[config.mk]
export PLATFORM = sky130hd
export DESIGN_NAME = ctrl_decode_pipe
export DESIGN_NICKNAME = d
export VERILOG_FILES = /design/src/rtl/ctrl_pkg.sv /design/src/rtl/ctrl_decode_comb.sv /design/src/rtl/ctrl_decode_pipe.sv
export SDC_FILE = /design/constraint.sdc
export NUM_CORES = 1
export LEC_CHECK = 0
export CAP_MARGIN = 0
export CORE_MARGIN = 10
export CORE_UTILIZATION = 47
export DETAILED_ROUTE_END_ITERATION = 12
export MAX_ROUTING_LAYER = met4
export PLACE_DENSITY_LB_ADDON = 0.12
export SYNTH_ARGS = -nofsm -noshare
export SYNTH_HDL_FRONTEND = slang
export SYNTH_SLANG_ARGS = --single-unit
[constraint.sdc]
create_clock -name clk -period 3.3 [get_ports clk]
set_clock_uncertainty 0.1 [all_clocks]
set_input_delay 0.33 -clock clk [delete_from_list [all_inputs] [get_ports clk]]
set_output_delay 0.33 -clock clk [all_outputs]
set_load 0.01 [all_outputs]
[src/rtl/ctrl_pkg.sv]
// ctrl_pkg: opcode, ALU-op encodings and the control bundle shared by the decode stage.
package ctrl_pkg;
  localparam logic [5:0] OP_RTYPE = 6'b000000;
  localparam logic [5:0] OP_LW    = 6'b100011;
  localparam logic [5:0] OP_SW    = 6'b101011;
  localparam logic [5:0] OP_ADDI  = 6'b001000;
  localparam logic [5:0] OP_BEQ   = 6'b000100;
  localparam logic [5:0] OP_BNE   = 6'b000101;
  localparam logic [5:0] OP_ORI   = 6'b001101;
  localparam logic [1:0] ALU_ADD   = 2'b00;
  localparam logic [1:0] ALU_SUB   = 2'b01;
  localparam logic [1:0] ALU_FUNCT = 2'b10;
  localparam logic [1:0] ALU_OR    = 2'b11;
  typedef struct packed {
    logic [1:0] alu_op;
    logic       reg_dst;
    logic       alu_src;
    logic       mem_wr;
    logic       mem_to_reg;
    logic       reg_wr;
    logic       ext_op;
    logic       branch;
    logic       bne;
    logic       illegal;
  } ctrl_t;
endpackage

[src/rtl/ctrl_decode_comb.sv]
// ctrl_decode_comb: combinational opcode-to-control table plus the rt-operand usage flag.
module ctrl_decode_comb
  import ctrl_pkg::*;
#(
  parameter bit ORI_EN = 1'b1
) (
  input  logic [5:0] i_opcode,
  output ctrl_t      o_ctrl,
  output logic       o_uses_rt
);
  always_comb begin
    o_ctrl = '0;
    case (i_opcode)
      OP_RTYPE: o_ctrl = '{alu_op: ALU_FUNCT, reg_dst: 1'b1, reg_wr: 1'b1, ext_op: 1'b1, default: 1'b0};
      OP_LW:    o_ctrl = '{alu_op: ALU_ADD, alu_src: 1'b1, mem_to_reg: 1'b1, reg_wr: 1'b1, ext_op: 1'b1, default: 1'b0};
      OP_SW:    o_ctrl = '{alu_op: ALU_ADD, alu_src: 1'b1, mem_wr: 1'b1, ext_op: 1'b1, default: 1'b0};
      OP_ADDI:  o_ctrl = '{alu_op: ALU_ADD, alu_src: 1'b1, reg_wr: 1'b1, ext_op: 1'b1, default: 1'b0};
      OP_BEQ:   o_ctrl = '{alu_op: ALU_SUB, branch: 1'b1, default: 1'b0};
      OP_BNE:   o_ctrl = '{alu_op: ALU_SUB, branch: 1'b1, bne: 1'b1, default: 1'b0};
      OP_ORI:   o_ctrl = ORI_EN ? '{alu_op: ALU_OR, alu_src: 1'b1, reg_wr: 1'b1, default: 1'b0}
                                : '{illegal: 1'b1, default: 1'b0};
      default:  o_ctrl = '{illegal: 1'b1, default: 1'b0};
    endcase
  end
  assign o_uses_rt = i_opcode inside {OP_RTYPE, OP_SW, OP_BEQ, OP_BNE};
endmodule

[src/rtl/ctrl_decode_pipe.sv]
// ctrl_decode_pipe: registered ID/EX decode stage with valid/ready handshake,
// load-use bubble insertion, branch flush and a saturating bubble counter.
module ctrl_decode_pipe
  import ctrl_pkg::*;
#(
  parameter int REG_AW = 5,
  parameter bit ORI_EN = 1'b1,
  parameter bit HAZ_EN = 1'b1,
  parameter int CNT_W  = 8
) (
  input  logic              clk,
  input  logic              rst,
  input  logic              in_valid,
  input  logic [31:0]       in_inst,
  output logic              in_ready,
  input  logic              flush,
  input  logic              out_ready,
  output logic              out_valid,
  output logic [1:0]        alu_op,
  output logic              reg_dst,
  output logic              alu_src,
  output logic              mem_wr,
  output logic              mem_to_reg,
  output logic              reg_wr,
  output logic              ext_op,
  output logic              branch,
  output logic              bne,
  output logic              illegal,
  output logic [5:0]        opcode,
  output logic [5:0]        func,
  output logic [4:0]        shamt,
  output logic [REG_AW-1:0] rs,
  output logic [REG_AW-1:0] rt,
  output logic [REG_AW-1:0] rd,
  output logic [15:0]       imm,
  output logic [CNT_W-1:0]  haz_cnt
);
  ctrl_t             w_dec, r_ctrl;
  logic              w_uses_rt, w_load, w_hazard, r_valid;
  logic [REG_AW-1:0] w_in_rs, w_in_rt, r_rs, r_rt, r_rd;
  logic [5:0]        r_opcode, r_func;
  logic [4:0]        r_shamt;
  logic [15:0]       r_imm;
  logic [CNT_W-1:0]  r_cnt;
  ctrl_decode_comb #(.ORI_EN(ORI_EN)) u_dec (
    .i_opcode (in_inst[31:26]),
    .o_ctrl   (w_dec),
    .o_uses_rt(w_uses_rt)
  );
  assign w_in_rs  = REG_AW'(in_inst[25:21]);
  assign w_in_rt  = REG_AW'(in_inst[20:16]);
  assign w_load   = ~r_valid | out_ready;
  // A load still in ID/EX whose destination the incoming instruction reads forces one bubble.
  assign w_hazard = HAZ_EN & in_valid & r_valid & r_ctrl.mem_to_reg & (r_rt != '0) &
                    ((w_in_rs == r_rt) | (w_uses_rt & (w_in_rt == r_rt)));
  assign in_ready = w_load & ~w_hazard & ~flush;
  always_ff @(posedge clk) begin
    if (rst) begin
      r_valid  <= 1'b0;
      r_ctrl   <= '0;
      r_opcode <= '0;
      r_func   <= '0;
      r_shamt  <= '0;
      r_rs     <= '0;
      r_rt     <= '0;
      r_rd     <= '0;
      r_imm    <= '0;
      r_cnt    <= '0;
    end else if (flush) begin
      r_valid <= 1'b0;
    end else if (w_load) begin
      r_valid <= in_valid & ~w_hazard;
      if (w_hazard) begin
        r_cnt <= r_cnt + CNT_W'(r_cnt != '1);
      end else if (in_valid) begin
        r_ctrl   <= w_dec;
        r_opcode <= in_inst[31:26];
        r_func   <= in_inst[5:0];
        r_shamt  <= in_inst[10:6];
        r_rs     <= w_in_rs;
        r_rt     <= w_in_rt;
        r_rd     <= REG_AW'(in_inst[15:11]);
        r_imm    <= in_inst[15:0];
      end
    end
  end
  assign out_valid  = r_valid;
  assign alu_op     = r_ctrl.alu_op;
  assign reg_dst    = r_ctrl.reg_dst;
  assign alu_src    = r_ctrl.alu_src;
  assign mem_wr     = r_ctrl.mem_wr;
  assign mem_to_reg = r_ctrl.mem_to_reg;
  assign reg_wr     = r_ctrl.reg_wr;
  assign ext_op     = r_ctrl.ext_op;
  assign branch     = r_ctrl.branch;
  assign bne        = r_ctrl.bne;
  assign illegal    = r_ctrl.illegal;
  assign opcode     = r_opcode;
  assign func       = r_func;
  assign shamt      = r_shamt;
  assign rs         = r_rs;
  assign rt         = r_rt;
  assign rd         = r_rd;
  assign imm        = r_imm;
  assign haz_cnt    = r_cnt;
endmodule
# After elaboration in Yosys (flattened, before gate mapping)

Index checks and enable logic that the tools add are counted.

Logic and storage cells: 49
Flip-flop bits (word level): 68
Input port bits: 37
Memory bits (read-only): 0
Memories: 0
Bits in writable memories: 0
Latch bits: 0
Output and inout port bits: 69

Divide/modulo/power cells: 0
Add/subtract/negate cells: 1
Shifts and indexed selects: 0
Mux-type cells: 1
$mul: 0
Reduce and logical (&&, ||, !) cells: 6
Bitwise gates (word level): 13
Eq/ne operators: 9
Magnitude comparators: 0

Operators with widths:

| kind                                                            | count |
|---|---|
| 11-bit one-hot mux with 7 select lines                          | 1 |
| 6-bit by 3-bit == test with 1-bit output, second input constant | 2 |
| 6-bit by 4-bit == test with 1-bit output, second input constant | 2 |
| 6-bit == test, second input constant                            | 2 |
| 5-bit == test                                                   | 2 |
| 8-bit by 1-bit adder with 8-bit output                          | 1 |
| 1-bit bitwise AND                                               | 8 |
| 8-bit != test, second input constant                            | 1 |
| 6-bit zero test                                                 | 1 |
| 5-bit nonzero test                                              | 1 |
| 4-bit AND reduction                                             | 1 |
| 4-bit nonzero test                                              | 1 |
| 1-bit inverter                                                  | 3 |
| 3-bit AND reduction                                             | 1 |
| 1-bit bitwise OR                                                | 2 |
| 2-bit OR reduction                                              | 1 |

# Longest topological paths before layout

Depth after elaboration: 8
Gate-level depth with buffers: 9
Depth with buffers taken out: 9

# Hierarchy

A second synthesis with hierarchy kept.

Cell total of the unflattened synthesis: 315
Area total of the unflattened synthesis: 3020.4 um^2

Modules (own cells, without submodules):

| module           | area each (um^2) | cells each | seq. area each (um^2) | times used |
|---|---|---|---|---|
| ctrl_decode_pipe | 2791.4           | 279        | 1041.0                | 1 |
| ctrl_decode_comb | 229.0            | 36         | 0.0                   | 1 |

# Least setup slack after synthesis

No wires, ideal clock.

Path type: register to output
Start: register r_rt[4], in the netlist rt[4]
End: output in_ready
Stages on the path, launching flop included: 7
Buffers on the path: 2
Arrival time: 1981 ps
Path slack: 889 ps
Data required time: 2870 ps
Path through: dfxtp_1 or4_1 o2111a_2 and4_4 buf_6 clkbuf_1 nor4_1

Word-level cells in the longest chain between the ends: 7
Elaborated cells between the ends (all ways): 10
Those cells by class: 2 x eq/ne; 7 x bitwise; 1 x reduce/logical

Ends and longest elaborated chain:

| element                           | line                   | RTL |
|---|---|---|
| start, declared                   | ctrl_decode_pipe.sv:40 | `logic [REG_AW-1:0] w_in_rs, w_in_rt, r_rs, r_rt, r_rd;` |
| start signal, assigned            | ctrl_decode_pipe.sv:81 | `r_rt <= w_in_rt;` |
| 5-bit == test                     | ctrl_decode_pipe.sv:55 | `((w_in_rs == r_rt) \| (w_uses_rt & (w_in_rt == r_rt)));` |
| 1-bit bitwise AND                 | ctrl_decode_pipe.sv:55 |  |
| 1-bit bitwise OR                  | ctrl_decode_pipe.sv:55 |  |
| 1-bit bitwise AND *               | ctrl_decode_pipe.sv:54 | `assign w_hazard = HAZ_EN & in_valid & r_valid & r_ctrl.mem_to_reg & (r_rt != '0) &` |
| 1-bit inverter (no line) *        | -                      |  |
| 1-bit bitwise AND * (2 in series) | ctrl_decode_pipe.sv:56 | `assign in_ready = w_load & ~w_hazard & ~flush;` |
| end, declared                     | ctrl_decode_pipe.sv:15 | `output logic in_ready,` |

Every way passes the cells marked *; elsewhere a longest branch is shown, timed or not.

# Final worst setup path

Same ends and word-level chain as after synthesis.

==> reports/qor.txt <==
Number of fillers in the final layout -> 491
Inst Count DP -> 467
Synth area leader -> dfxtp_1
Number of gates resized after CTS -> 0
RSZ-0062 raised after global routing -> false
CP Data Required Time -> 2870 ps
Non-Filler Instances -> 476
Synthesized area -> 0.002639 mm2
Max Freq -> 315.6 MHz
Arrival @ worst endpoint -> 2740 ps
Final hold violation count -> 0
Die ar. -> 0.009012 mm2
Clock latency on the worst-skew pair -> 300 ps
Final Wtd Congestion -> 0.8943
Area grow syn2layout -> 41.58%
Number of setup buffers added after CTS -> 0
CP Capture Type -> output pin
CORE AREA -> 0.005473 mm2
Synth Warn # -> 0
Share of the synthesized area in the top cell type -> 39.45%
Yosys cell types -> 45
Drt initial violations -> 250
Max Cap Viol -> 0
Share of cells above drive strength 1 -> 7.940%
Metal3 WL -> 535 um
Drt drc -> 0
Max H-tree Level -> 2
Crit Path Class -> flip-flop to output pin
I/O Pins -> 106
M1 WL -> 3.322 mm
Sum of negative setup slack -> 0 ps
Post-synthesis sequential area ratio -> 39.45%
Die Ht -> 94.93 um
Pin count of the biggest net entering global routing -> 63
Vias -> 2,660
Number of clock sinks -> 52
GRT Residual Overflow -> 0
Pins Over Slew Limit -> 0
CP Buf/Inv Count -> 1
Hpwl dp -> 5.850 mm
Syn avg cell area -> 8.170 um2
Post-DRT Antenna Nets -> 0
Site row count -> 27
Startpoint Class -> flip-flop
Bufs on Longest Clock Path -> 2
All-Layer GR Usage -> 17.99%
Final setup fails -> 0
Pre-antenna DRT Iters -> 4
Leak pwr -> 1.272 nW
CP top delay family -> simple AND/OR/NAND/NOR gates
Final WL -> 8.069 mm
Synth area leaders -> dfxtp_1, a21oi_1, nand3_1
Post-cts hold buffer count -> 0
Footprint of the multi-input gates -> 0.001374 mm2
Starting density of the core -> 48.22%
Vias in the first global route -> 2,641
Register area -> 0.001041 mm2
Worst Path Max Fanout -> 5
Slowest CP cell -> clkdlybuf4s50_1
Fin Hold WS -> 366.0 ps
DR WL met2 -> 4.102 mm
Buffers added on ports -> 105
Nets -> 441
Routed len/inst -> 16.95 um
Vias per std cell -> 5.588
Least-Margin Pin Slew -> 1064 ps
Final Cycle Share -> 96.02%
Top Layer Used -> met4
Ys flop type -> dfxtp_1
Die width -> 94.93 um
Cells after Synth -> 323
First-pass GRT wire length -> 12.86 mm
Antenna violations before repair -> 1
Clock-pin slew on the worst setup and hold paths -> 100 ps
PD cells -> 357.8 mW/mm2
VDD IR max -> 195.1 uV
Root Buffer -> clkbuf_8
Slew HR -> 29.07%
Crit-path cells -> or4_1 -> o2111ai_1 -> nor3_1 -> nor4_1 -> clkdlybuf4s50_1
Hold Path Class -> flip-flop to flip-flop
CTS tree -> built
Num CTS Buffers -> 5
Post-synth EDFFs -> 0
Syn_nets -> 362
Outcome -> completed
Tmin final -> 3168 ps
Largest register FFs -> 8
Asr flop ratio synth -> 0%
CP peak stage delay -> 610 ps
Synthesized flop and latch total -> 52
-- cells in the mapped netlist, types with 2 or more instances --
library cell / count
nand2_1: 5
o21ai_0: 23
nand4_1: 7
o21ba_2: 2
mux2_2: 5
and3_1: 5
nor3_1: 5
nand2b_1: 9
nor4_1: 5
a21o_1: 2
or4_1: 3
nor2b_1: 8
nor2_1: 11
xor2_1: 5
clkbuf_1: 17
o21ai_1: 16
a21oi_1: 44
xnor2_1: 5
dfxtp_1: 52
ha_1: 2
a311oi_1: 3
nand3_1: 39
nor3b_1: 4
buf_4: 16
or2_2: 2
a21boi_0: 3
buf_2: 7
-- cells in the final DEF (no fill, tap or decap), types with 2 or more instances in the layout --
master,Yosys,layout
nand3_1,39,39
nand2b_1,9,9
a21oi_1,44,44
o21ai_0,23,23
or4_1,3,3
xor2_1,5,5
dfxtp_1,52,52
mux2_2,5,5
nand4_1,7,7
clkdlybuf4s50_1,0,104
a21o_1,2,2
nor3b_1,4,4
nor2b_1,8,8
a21boi_0,3,3
nor4_1,5,5
clkbuf_8,0,5
buf_4,16,9
or2_2,2,2
a311oi_1,3,3
nor2_1,11,11
xnor2_1,5,5
o21ba_2,2,2
and3_1,5,5
nor3_1,5,5
nand2_1,5,5
o21ai_1,16,16
ha_1,2,2
-- through the flow --
stage | power (mW) | utilization (%) | setup WS, ps | area, um2
2_1_floorplan | 0.7901 | - | 889.1 | 2639
3_3_place_gp | 0.9134 | 66.19 | 471.0 | 3622
3_5_place_dp | 0.9181 | 66.19 | 434.6 | 3622
4_1_cts | 1.351 | 68.22 | 108.9 | 3734
5_1_grt | 1.389 | 68.27 | 23.74 | 3736
6_report | 1.337 | 68.27 | 131.5 | 3736
-- metal layers --
metal  up-vias  global-route usage, %
met5         -                      -
li1       1311                      -
met4         0                  4.988
met3         9                  4.837
met2        79                  31.12
met1      1261                  19.87
-- final cells by class --
cell class                      count  share of cell area, %
Clock buffer                        5                  1.842
Inverter                            1                 0.1005
Tap cell                           72                  2.411
Clock inverter                      3                  1.139
Timing Repair Buffer              114                  29.81
Antenna cell                        1                0.06698
Multi-Input combinational cell    228                  36.77
Sequential cell                    52                  27.86
-- worst min-delay path, cell delays in order, from the launching register on --
cell	delay (ps)
dfxtp_1	320
nand2b_1	60
o21ai_1	50
-- cells by family (layout without fill, tap and decap cells) --
group	Yosys count	after routing	share of synthesized area (%)
and+or+nand+nor	110	110	23.47
AOI/OAI and AO/OA	100	100	21.29
DFF	52	52	39.45
buffers and inverters	43	123	9.009
xor gates and xnor gates	10	10	3.319
muxes	6	6	2.513
adders and majority gates	2	2	0.9482
other	0	1	0
-- power by group --
group / switching, mW / internal [mW] / leakage, nW
clock network: 0.210 / 0.225 / 0.0541
registers: 0.0158 / 0.649 / 0.423
logic: 0.109 / 0.128 / 0.795
-- worst paths after layout --
kind | startpoint | endpoint | slack [ps] | cells after the start
max | rt[4]$_SDFFE_PP0P_ | in_ready | 130 | 5
min | reg_dst$_SDFFE_PP0P_ | reg_dst$_SDFFE_PP0P_ | 370 | 2
max reg2reg | rt[4]$_SDFFE_PP0P_ | bne$_SDFFE_PP0P_ | 740 | 6
min reg2reg | reg_dst$_SDFFE_PP0P_ | reg_dst$_SDFFE_PP0P_ | 370 | 2
Note: power is estimated with default switching activity, not from simulation.
